[src/rtl/chi_rn_req_tx.sv]
// CHI REQ-channel RN-side link transmitter: link-activation FSM, L-credit accounting,
// credit-gated flit forwarding and LCrdReturn on teardown. Optional perf counters: CHI_REQ_TX_PERF_EN.
module chi_rn_req_tx #(
    parameter int FLIT_W     = 117,
    parameter int MAX_CRD    = 15,
    parameter int OPCODE_LSB = 42,
    localparam int CW        = $clog2(MAX_CRD + 1)
) (
    input  logic              clock,
    input  logic              reset,
    input  logic              link_en,
    input  logic              req_valid,
    output logic              req_ready,
    input  logic [FLIT_W-1:0] req_flit,
    output logic              tx_link_active_req,
    input  logic              tx_link_active_ack,
    output logic              tx_req_flit_pend,
    output logic              tx_req_flitv,
    output logic [FLIT_W-1:0] tx_req_flit,
    input  logic              tx_req_lcrdv,
    output logic [1:0]        link_state,
    output logic [CW-1:0]     crd_cnt,
    output logic              proto_err,
    output logic [31:0]       perf_flit_cnt,
    output logic [31:0]       perf_nocrd_cyc
);

    typedef enum logic [1:0] {
        ST_STOP  = 2'd0,
        ST_ACT   = 2'd1,
        ST_RUN   = 2'd2,
        ST_DEACT = 2'd3
    } state_t;

    localparam logic [CW-1:0] MAX_C      = CW'(MAX_CRD);
    localparam logic [5:0]    OPC_LCRD_RET = 6'h00;

    state_t              r_state, w_state_nxt;
    logic [CW-1:0]       r_crd, w_crd_nxt;
    logic                r_err, w_err_nxt;
    logic                r_flitv_p1;
    logic [FLIT_W-1:0]   r_flit_p1;
    logic                r_pend;
    logic                w_accept;
    logic                w_ret;
    logic                w_consume;
    logic                w_ack_lost_deact;
    logic [FLIT_W-1:0]   w_ret_flit;

    // Ready depends only on registered state so an lcrdv never opens ready in its own cycle.
    assign req_ready        = (r_state == ST_RUN) && (r_crd != '0);
    assign w_accept         = req_valid && req_ready;
    assign w_ret            = (r_state == ST_DEACT) && tx_link_active_ack && (r_crd != '0);
    assign w_consume        = w_accept || w_ret;
    assign w_ack_lost_deact = (r_state == ST_DEACT) && !tx_link_active_ack;

    always_comb begin
        w_ret_flit = '0;
        w_ret_flit[OPCODE_LSB +: 6] = OPC_LCRD_RET;
    end

    always_comb begin
        w_state_nxt = r_state;
        w_crd_nxt   = r_crd;
        w_err_nxt   = r_err;
        case (r_state)
            ST_STOP: begin
                if (link_en && !tx_link_active_ack) w_state_nxt = ST_ACT;
                if (tx_req_lcrdv) w_err_nxt = 1'b1;
            end
            ST_ACT: begin
                if (tx_link_active_ack) w_state_nxt = ST_RUN;
            end
            ST_RUN: begin
                if (!tx_link_active_ack) begin
                    w_state_nxt = ST_DEACT;
                    w_err_nxt   = 1'b1;
                end else if (!link_en) begin
                    w_state_nxt = ST_DEACT;
                end
            end
            ST_DEACT: begin
                if (!tx_link_active_ack) begin
                    w_state_nxt = ST_STOP;
                    if (r_crd != '0) w_err_nxt = 1'b1;
                    w_crd_nxt = '0;
                end
            end
            default: w_state_nxt = ST_STOP;
        endcase
        // Credit accounting outside STOP; an ack loss in DEACTIVATE forfeits everything held.
        if ((r_state != ST_STOP) && !w_ack_lost_deact) begin
            if (tx_req_lcrdv && !w_consume) begin
                if (r_crd == MAX_C) w_err_nxt = 1'b1;
                else                w_crd_nxt = r_crd + CW'(1);
            end else if (!tx_req_lcrdv && w_consume) begin
                w_crd_nxt = r_crd - CW'(1);
            end
        end
    end

    always_ff @(posedge clock) begin
        if (reset) begin
            r_state    <= ST_STOP;
            r_crd      <= '0;
            r_err      <= 1'b0;
            r_flitv_p1 <= 1'b0;
            r_flit_p1  <= '0;
            r_pend     <= 1'b0;
        end else begin
            r_state    <= w_state_nxt;
            r_crd      <= w_crd_nxt;
            r_err      <= w_err_nxt;
            r_flitv_p1 <= w_consume;
            if (w_accept)   r_flit_p1 <= req_flit;
            else if (w_ret) r_flit_p1 <= w_ret_flit;
            r_pend     <= (w_state_nxt == ST_RUN) ||
                          ((w_state_nxt == ST_DEACT) && (w_crd_nxt != '0));
        end
    end

    assign tx_link_active_req = (r_state == ST_ACT) || (r_state == ST_RUN);
    assign tx_req_flit_pend   = r_pend;
    assign tx_req_flitv       = r_flitv_p1;
    assign tx_req_flit        = r_flit_p1;
    assign link_state         = r_state;
    assign crd_cnt            = r_crd;
    assign proto_err          = r_err;

`ifdef CHI_REQ_TX_PERF_EN
    logic [31:0] r_perf_flit;
    logic [31:0] r_perf_nocrd;

    always_ff @(posedge clock) begin
        if (reset) begin
            r_perf_flit  <= '0;
            r_perf_nocrd <= '0;
        end else begin
            if (w_accept) r_perf_flit <= r_perf_flit + 32'd1;
            if ((r_state == ST_RUN) && req_valid && (r_crd == '0))
                r_perf_nocrd <= r_perf_nocrd + 32'd1;
        end
    end

    assign perf_flit_cnt  = r_perf_flit;
    assign perf_nocrd_cyc = r_perf_nocrd;
`else
    assign perf_flit_cnt  = '0;
    assign perf_nocrd_cyc = '0;
`endif

endmodule
[config.mk]
export PLATFORM = sky130hd
export DESIGN_NAME = chi_rn_req_tx
export DESIGN_NICKNAME = d
export VERILOG_FILES = /design/src/rtl/chi_rn_req_tx.sv
export SDC_FILE = /design/constraint.sdc
export NUM_CORES = 1
export LEC_CHECK = 0
export BUFFER_PORTS_ARGS = -buffer_cell sky130_fd_sc_hd__buf_4
export CAP_MARGIN = 10
export CORE_UTILIZATION = 33
export DETAILED_ROUTE_END_ITERATION = 6
export SLEW_MARGIN = 5
export SYNTH_ARGS = -nofsm -noshare
export SYNTH_HDL_FRONTEND = slang
export SYNTH_SLANG_ARGS = --single-unit
[constraint.sdc]
create_clock -name clock -period 4.77 [get_ports clock]
set_input_delay 1.431 -clock clock [delete_from_list [all_inputs] [get_ports clock]]
set_output_delay 1.431 -clock clock [all_outputs]
set_load 0.02 [all_outputs]
==> results of run 1 <==
## kinds of logic after synthesis
group                      Yosys count  synth area share (%)
adders and majority gates            6                 1.486
other                                1               0.07422
xor gates and xnor gates             3                0.5202
DFF                                126                 49.93
AOI/OAI and AO/OA                  141                 21.03
muxes                                3                0.6191
buffers and inverters              116                 13.79
and+or+nand+nor                    154                 12.56
## stage by stage
step / setup slack, ns / instances
after floorplan: 2.024 / 613
after global placement: 1.226 / 941
after detailed placement: 1.120 / 941
after CTS: 1.474 / 973
after global routing: 1.396 / 973
final: 1.500 / 973
## final cells by class
type	count	area, um^2
clock buffers	28	506.7
clock inverters	4	28.78
fillers	1423	7451
inverters	7	26.28
multi-input cells	371	2077
flip-flops and latches	126	2522
well taps	184	230.2
repair buffers	253	1912
## worst reg2reg max path: stages, from the launching register on
cell,delay [ns]
dfxtp_1,0.46
inv_1,0.10
ha_1,0.30
a22oi_2,0.31
or2_4,0.87
buf_4,0.50
a22oi_1,0.15
nor2_1,0.13
## registers in the layout, indices dropped and copies added (netlist names)
register          flops
tx_req_flitv          1
link_state            2
tx_req_flit_pend      1
tx_req_flit         117
proto_err             1
crd_cnt               4
## per-layer routing
metal  up-vias  part of all wire, %  track usage (%)
met3        25                  9.0            7.816
met5         -                    0                0
li1       2237                    -                -
met4         0                  2.5            8.505
met2       236                   48            30.13
met1      2163                   40            19.51
## how the worst max path moves through the flow
| stage | slack, ns | start | to |
|---|---|---|---|
| 2_1_floorplan | 2.02 | tx_link_active_ack | tx_req_flit_pend |
| 3_3_place_gp | 1.23 | tx_link_active_ack | tx_req_flit[45] |
| 3_5_place_dp | 1.12 | tx_link_active_ack | tx_req_flit[49] |
| 4_1_cts | 1.47 | crd_cnt[1] | req_ready |
| 5_1_grt | 1.40 | tx_link_active_ack | tx_req_flit[49] |
| 6_report | 1.50 | crd_cnt[1] | req_ready |
## placed cells by master (no fill, tap or decap), types with 3 or more instances in the layout
cell type,count
a21oi_1,5
a22oi_1,117
buf_4,252
clkbuf_1,7
clkbuf_16,17
clkbuf_8,4
conb_1,64
dfxtp_1,126
ha_1,6
inv_1,7
nand2_1,5
nor2_1,130
nor2b_1,3
## report_power, final
| group | internal [mW] | leakage (nW) | switching (mW) |
|---|---|---|---|
| clock network | 0.719 | 0.255 | 0.439 |
| registers | 1.07 | 1.02 | 0.0157 |
| logic | 0.128 | 2.04 | 0.171 |
==> metrics.md, run 1 <==
| Metric | Value |
|---|---|
| Run status | complete, no violations |
| Leakage | between 3 and 4 nW |
| Post-CTS Setup Bufs | 0 |
| Critical path depth | 5 |
| TritonRoute pass-1 iters | 4 |
| Unique masters post-synth | 48 |
| Finished Cell Area | around 7300 um^2 |
| Max-slew violation count | 0 |
| Final setup viols | 0 |
| Startpoint types | flop |
| Final hold violations | 0 |
| FF-to-FF path depth | 7 |
| Clock Skew | between 0.01 and 0.015 ns |
| Worst Hold Class | flop to flop |
| Die Ht | 125.7 um |
| Via count | between 4,000 and 5,000 |
| IO Count | around 320 |
| Die W | ~130 um |
| Minimum clock period | ~3.3 ns |
| Hold depth | 2 |
| First-pass GRT wire length | ~22,000 um |
| Hold Crit Start | tx_req_flit[79] |
| CTS tree | done |
| Clock latency on the worst-skew pair | 0.41 ns |
| Crit path capture type | output port |
| Starting Density | between 30% and 40% |
| Largest net degree at the start of global routing | approximately 120 |
| Total Routing Usage GR | ~18% |
| Most used flip-flop cell after synthesis | dfxtp_1 |
| H-tree levels | 4 |
| Worst reg2reg setup slack | around 1.9 ns |
| Area after DPL | about 6800 um^2 |
| Setup_tns | 0 ns |
| Final wirelength | about 15,000 um |
| Buf+Inv Stages, Crit Path | 2 |
| ANT nets after route | 0 |
| Share of the yosys chip area belonging to registers | around half |
| Number of synthesized flops with an enable pin | 0 |
| CTS buffer count | 17 |
| Syn Inst Count | 550 |
| Largest cells by area after synthesis | dfxtp_1 50%, a22oi_1 17%, nor2_1 9.7% |
| Number of global-route vias before repair | between 4,000 and 5,000 |
| Post-synth ARST share | 0% |
| TritonCTS sink count | around 130 |
| Final worst-path cycle share | about two thirds |
| Synth area leader | dfxtp_1 |
| Antenna violations before repair | 0 |
| Wire length per cell | ~15 um |
| Post-synth top cells | 130 x nor2_1, 126 x dfxtp_1, 117 x a22oi_1 |
| Worst stage delay on the critical path | 0.41 ns |
| Final Core Density | ~50% |
| Total grt overflow | 0 |
| Drt via density | 4.790 |
| Row count | 44 |
| R2R Path End | tx_req_flit[49] |
| Synthesis-to-layout area growth | 44.55% |
| Fmax | 0.3058 GHz |
| RR Startpoint | link_state[0] |
| Layout cells sized above 1 | a little over a third |
| Post-Route Hold Slack | 0.5034 ns |
| Maximum clock insertion buffer count | 2 |
| Final Wtd Congestion | 0.8359 |
| DIE AREA | roughly 16,000 um^2 |
| Iteration-0 DRC Markers | 299 |
| Slowest cell on the critical path | or3b_1 |
| Critical path peak fanout | 6 |
| Reg clk slew, reported paths | around 0.050 ns |
| Pwr Total | between 2 and 3 mW |
| IO buf count | between 200 and 300 |
| Syn Area/Cell | approximately 9.2 um^2 |
| Relative slew margins | about 29% |
| WS Path Type | flop to output port |
| Most frequent cell after synthesis | nor2_1 |
| Unrepaired setup endpoints after global routing | no |
| Clock Tree Root | clkbuf_16 |
| Hold_buf cts | 0 |
| Worst endpoint data arrival time | ~1.8 ns |
| CP Cell Sequence | inv_1 > ha_1 > or3b_1 > and2_1 > buf_4 |
| CTS-repair resized insts | 0 |
| Yosys top cell area share | between 40% and 50% |
| Mapped cell area | 5052 um^2 |
| Final #Nets | around 900 |
| VDD IR max | between 0.0002 and 0.00025 V |
| DRC | 0 |
| Worst-Margin Slew | around 1.1 ns |
| MaxCap Viol Count | 0 |
| P per Cell Area | 348.3 nW/um^2 |
| Delay-heaviest family, CP | simple AND/OR/NAND/NOR gates |
| Worst Hold End | tx_req_flit[79] |
| #FFs+latches synth | approximately 130 |
| Core box area | about 15,000 um^2 |
| DP Wirelength | just under 10,000 um |
| Ys Warns | 0 |
| Critical Path RT | ~3.3 ns |
| ANT cells | 0 |
(Power assumes the default switching activity.)
==> run 2, diff against run 1 <==
--- a/config.mk
+++ b/config.mk
@@ -9,6 +9,7 @@
 export CAP_MARGIN = 10
 export CORE_UTILIZATION = 33
 export DETAILED_ROUTE_END_ITERATION = 6
+export PLACE_DENSITY = 0.67
 export SLEW_MARGIN = 5
 export SYNTH_ARGS = -nofsm -noshare
 export SYNTH_HDL_FRONTEND = slang
==> constraint.sdc (replaced) <==
create_clock -name clock -period 2.7 [get_ports clock]
set_input_delay 0.81 -clock clock [delete_from_list [all_inputs] [get_ports clock]]
set_output_delay 0.81 -clock clock [all_outputs]
set_load 0.02 [all_outputs]
==> metrics.md, run 2 (synthesis gave the netlist of run 1 again) <==
| Metric | Value |
|---|---|
| Final Core Density | approximately 50% |
| ANT nets after route | 0 |
| Max reg flops | 117 |
| Total grt overflow | 0 |
| DP Wirelength | between 9000 and 10,000 um |
| Worst stage delay on the critical path | roughly 0.40 ns |
| Critical path peak fanout | 6 |
| Hold depth | 2 |
| Critical Path RT | about 1.9 ns |
| Row count | 44 |
| Pint | about 3.5 mW |
| Drt via density | roughly 4.7 |
| Clock power frac | 47.2% |
| Minimum clock period | roughly 2.6 ns |
| Unrepaired setup endpoints after global routing | no |
| Critical path depth | 5 |
| Fmax | ~0.38 GHz |
| Die Ht | 125.7 um |
| VDD IR max | roughly 0.00035 V |
| Final Wtd Congestion | about 0.83 |
| IO buf count | between 200 and 300 |
| Leakage | around 3.4 nW |
| FF-to-FF path depth | 7 |
| Hold_buf cts | 0 |
| Run status | complete, no violations |
| Worst Hold Class | flop to flop |
| MaxCap Viol Count | 0 |
| Max-slew violation count | 0 |
| Antenna violations before repair | 0 |
| Worst reg2reg setup slack | 0.44 ns |
| Commonest non-fill, non-tap cell in the layout | buf_4 |
| Startpoint types | flop |
| Via count | 4,583 |
| Core box area | ~15,000 um^2 |
| Clock Skew | 0.007733 ns |
| P_sw | around 1.1 mW |
| IO Count | about 320 |
| Final hold violations | 0 |
| Synthesis-to-layout area growth | 46.78% |
| Post-CTS Setup Bufs | 0 |
| CTS buffer count | 17 |
| Relative slew margins | between 50% and 60% |
| Iteration-0 DRC Markers | 269 |
| WS Path Type | flop to output port |
| PnR worst setup slack | roughly 0.098 ns |
| DRC | 0 |
| Worst-Margin Slew | 0.6007 ns |
| TritonRoute pass-1 iters | 4 |
| Delay-heaviest family, CP | simple AND/OR/NAND/NOR gates |
| Clock Tree Root | clkbuf_16 |
| ANT cells | 0 |
| Buf+Inv Stages, Crit Path | 2 |
| Total Routing Usage GR | between 15 and 20% |
| CTS tree | done |
| Maximum clock insertion buffer count | 2 |
| Reg clk slew, reported paths | 0.05 ns |
| Final wirelength | around 14,000 um |
| H-tree levels | 4 |
| Worst endpoint data arrival time | ~1.8 ns |
| Wire length per cell | roughly 14 um |
| Share of power burned in registers | 41.1% |
| Final worst-path cycle share | 96.37% |
| Sw frac | approximately a quarter |
| Starting Density | roughly 34% |
| Final #Nets | around 910 |
| Logic pwr share | ~12% |
| Clock latency on the worst-skew pair | about 0.4 ns |
| Largest net degree at the start of global routing | 65 |
| Final setup viols | 0 |
| CP Cell Sequence | inv_1 > ha_2 > or3b_4 > and2_1 > buf_4 |
| Setup WS pre-CTS | 0.3354 ns |
| Number of global-route vias before repair | between 4,000 and 5,000 |
| P per Cell Area | about 630 nW/um^2 |
| Layout cells sized above 1 | a little under two fifths |
| Most frequent cells in the layout | 253 x buf_4, 130 x nor2_1, 126 x dfxtp_1 |
| Setup_tns | 0 ns |
| Crit path capture type | output port |
| TritonCTS sink count | around 130 |
| First-pass GRT wire length | about 22,000 um |
| Slowest cell on the critical path | or3b_4 |
| Die W | 125.7 um |
| DIE AREA | ~16,000 um^2 |
==> run 2: cell type report <==
type | instances | area, um^2
clock buffer | 22 | 464.2
multi-input combinational | 371 | 2082
clock inverter | 9 | 111.4
inverter | 7 | 26.28
sequential | 126 | 2522
timing repair buffer | 257 | 1979
tap | 184 | 230.2
fill | 1447 | 7338
==> run 2: routing by layer <==
metal,GRT usage [%],up-vias,wire [um]
met2,27.97,213,6689
met3,6.245,26,1179
met4,8.009,0,315
met5,0,-,0
li1,-,2245,-
met1,20.46,2099,5603
==> run 2: metrics by stage <==
stage	total power [mW]	instance area, um^2	hold WS [ns]	instances
6_report	4.659	7416	0.5054	976
5_1_grt	4.872	7416	0.5244	976
4_1_cts	4.719	7411	0.5116	976
3_5_place_dp	2.493	6835	0.4975	945
3_3_place_gp	2.494	6835	0.4892	945
2_1_floorplan	2.321	5289	0.6306	613
==> run 2: path summary, 6_finish.rpt <==
path                         start                to
setup reg to reg     link_state[0]   tx_req_flit[39]
hold reg to reg   tx_req_flit[105]  tx_req_flit[105]
hold / removal    tx_req_flit[105]  tx_req_flit[105]
setup / recovery        crd_cnt[1]         req_ready
==> run 2: what timing repair did <==
item	4_1_cts	5_1_grt
setup endpoints to repair	0	1
resized for setup	0	2
endpoints found under the hold margin	0	0
==> run 2: power groups by stage <==
stage	combinational, mW	clock [mW]	sequential (mW)
after floorplan	0.334	0	1.99
after global placement	0.538	0	1.96
after detailed placement	0.536	0	1.96
after CTS	0.538	2.26	1.92
after global routing	0.585	2.37	1.92
final	0.541	2.20	1.92
==> run 2: tightest hold or removal path: stages (launching register included) <==
cell     delay, ns
dfxtp_1       0.32
a22oi_1       0.08
nor2_1        0.08
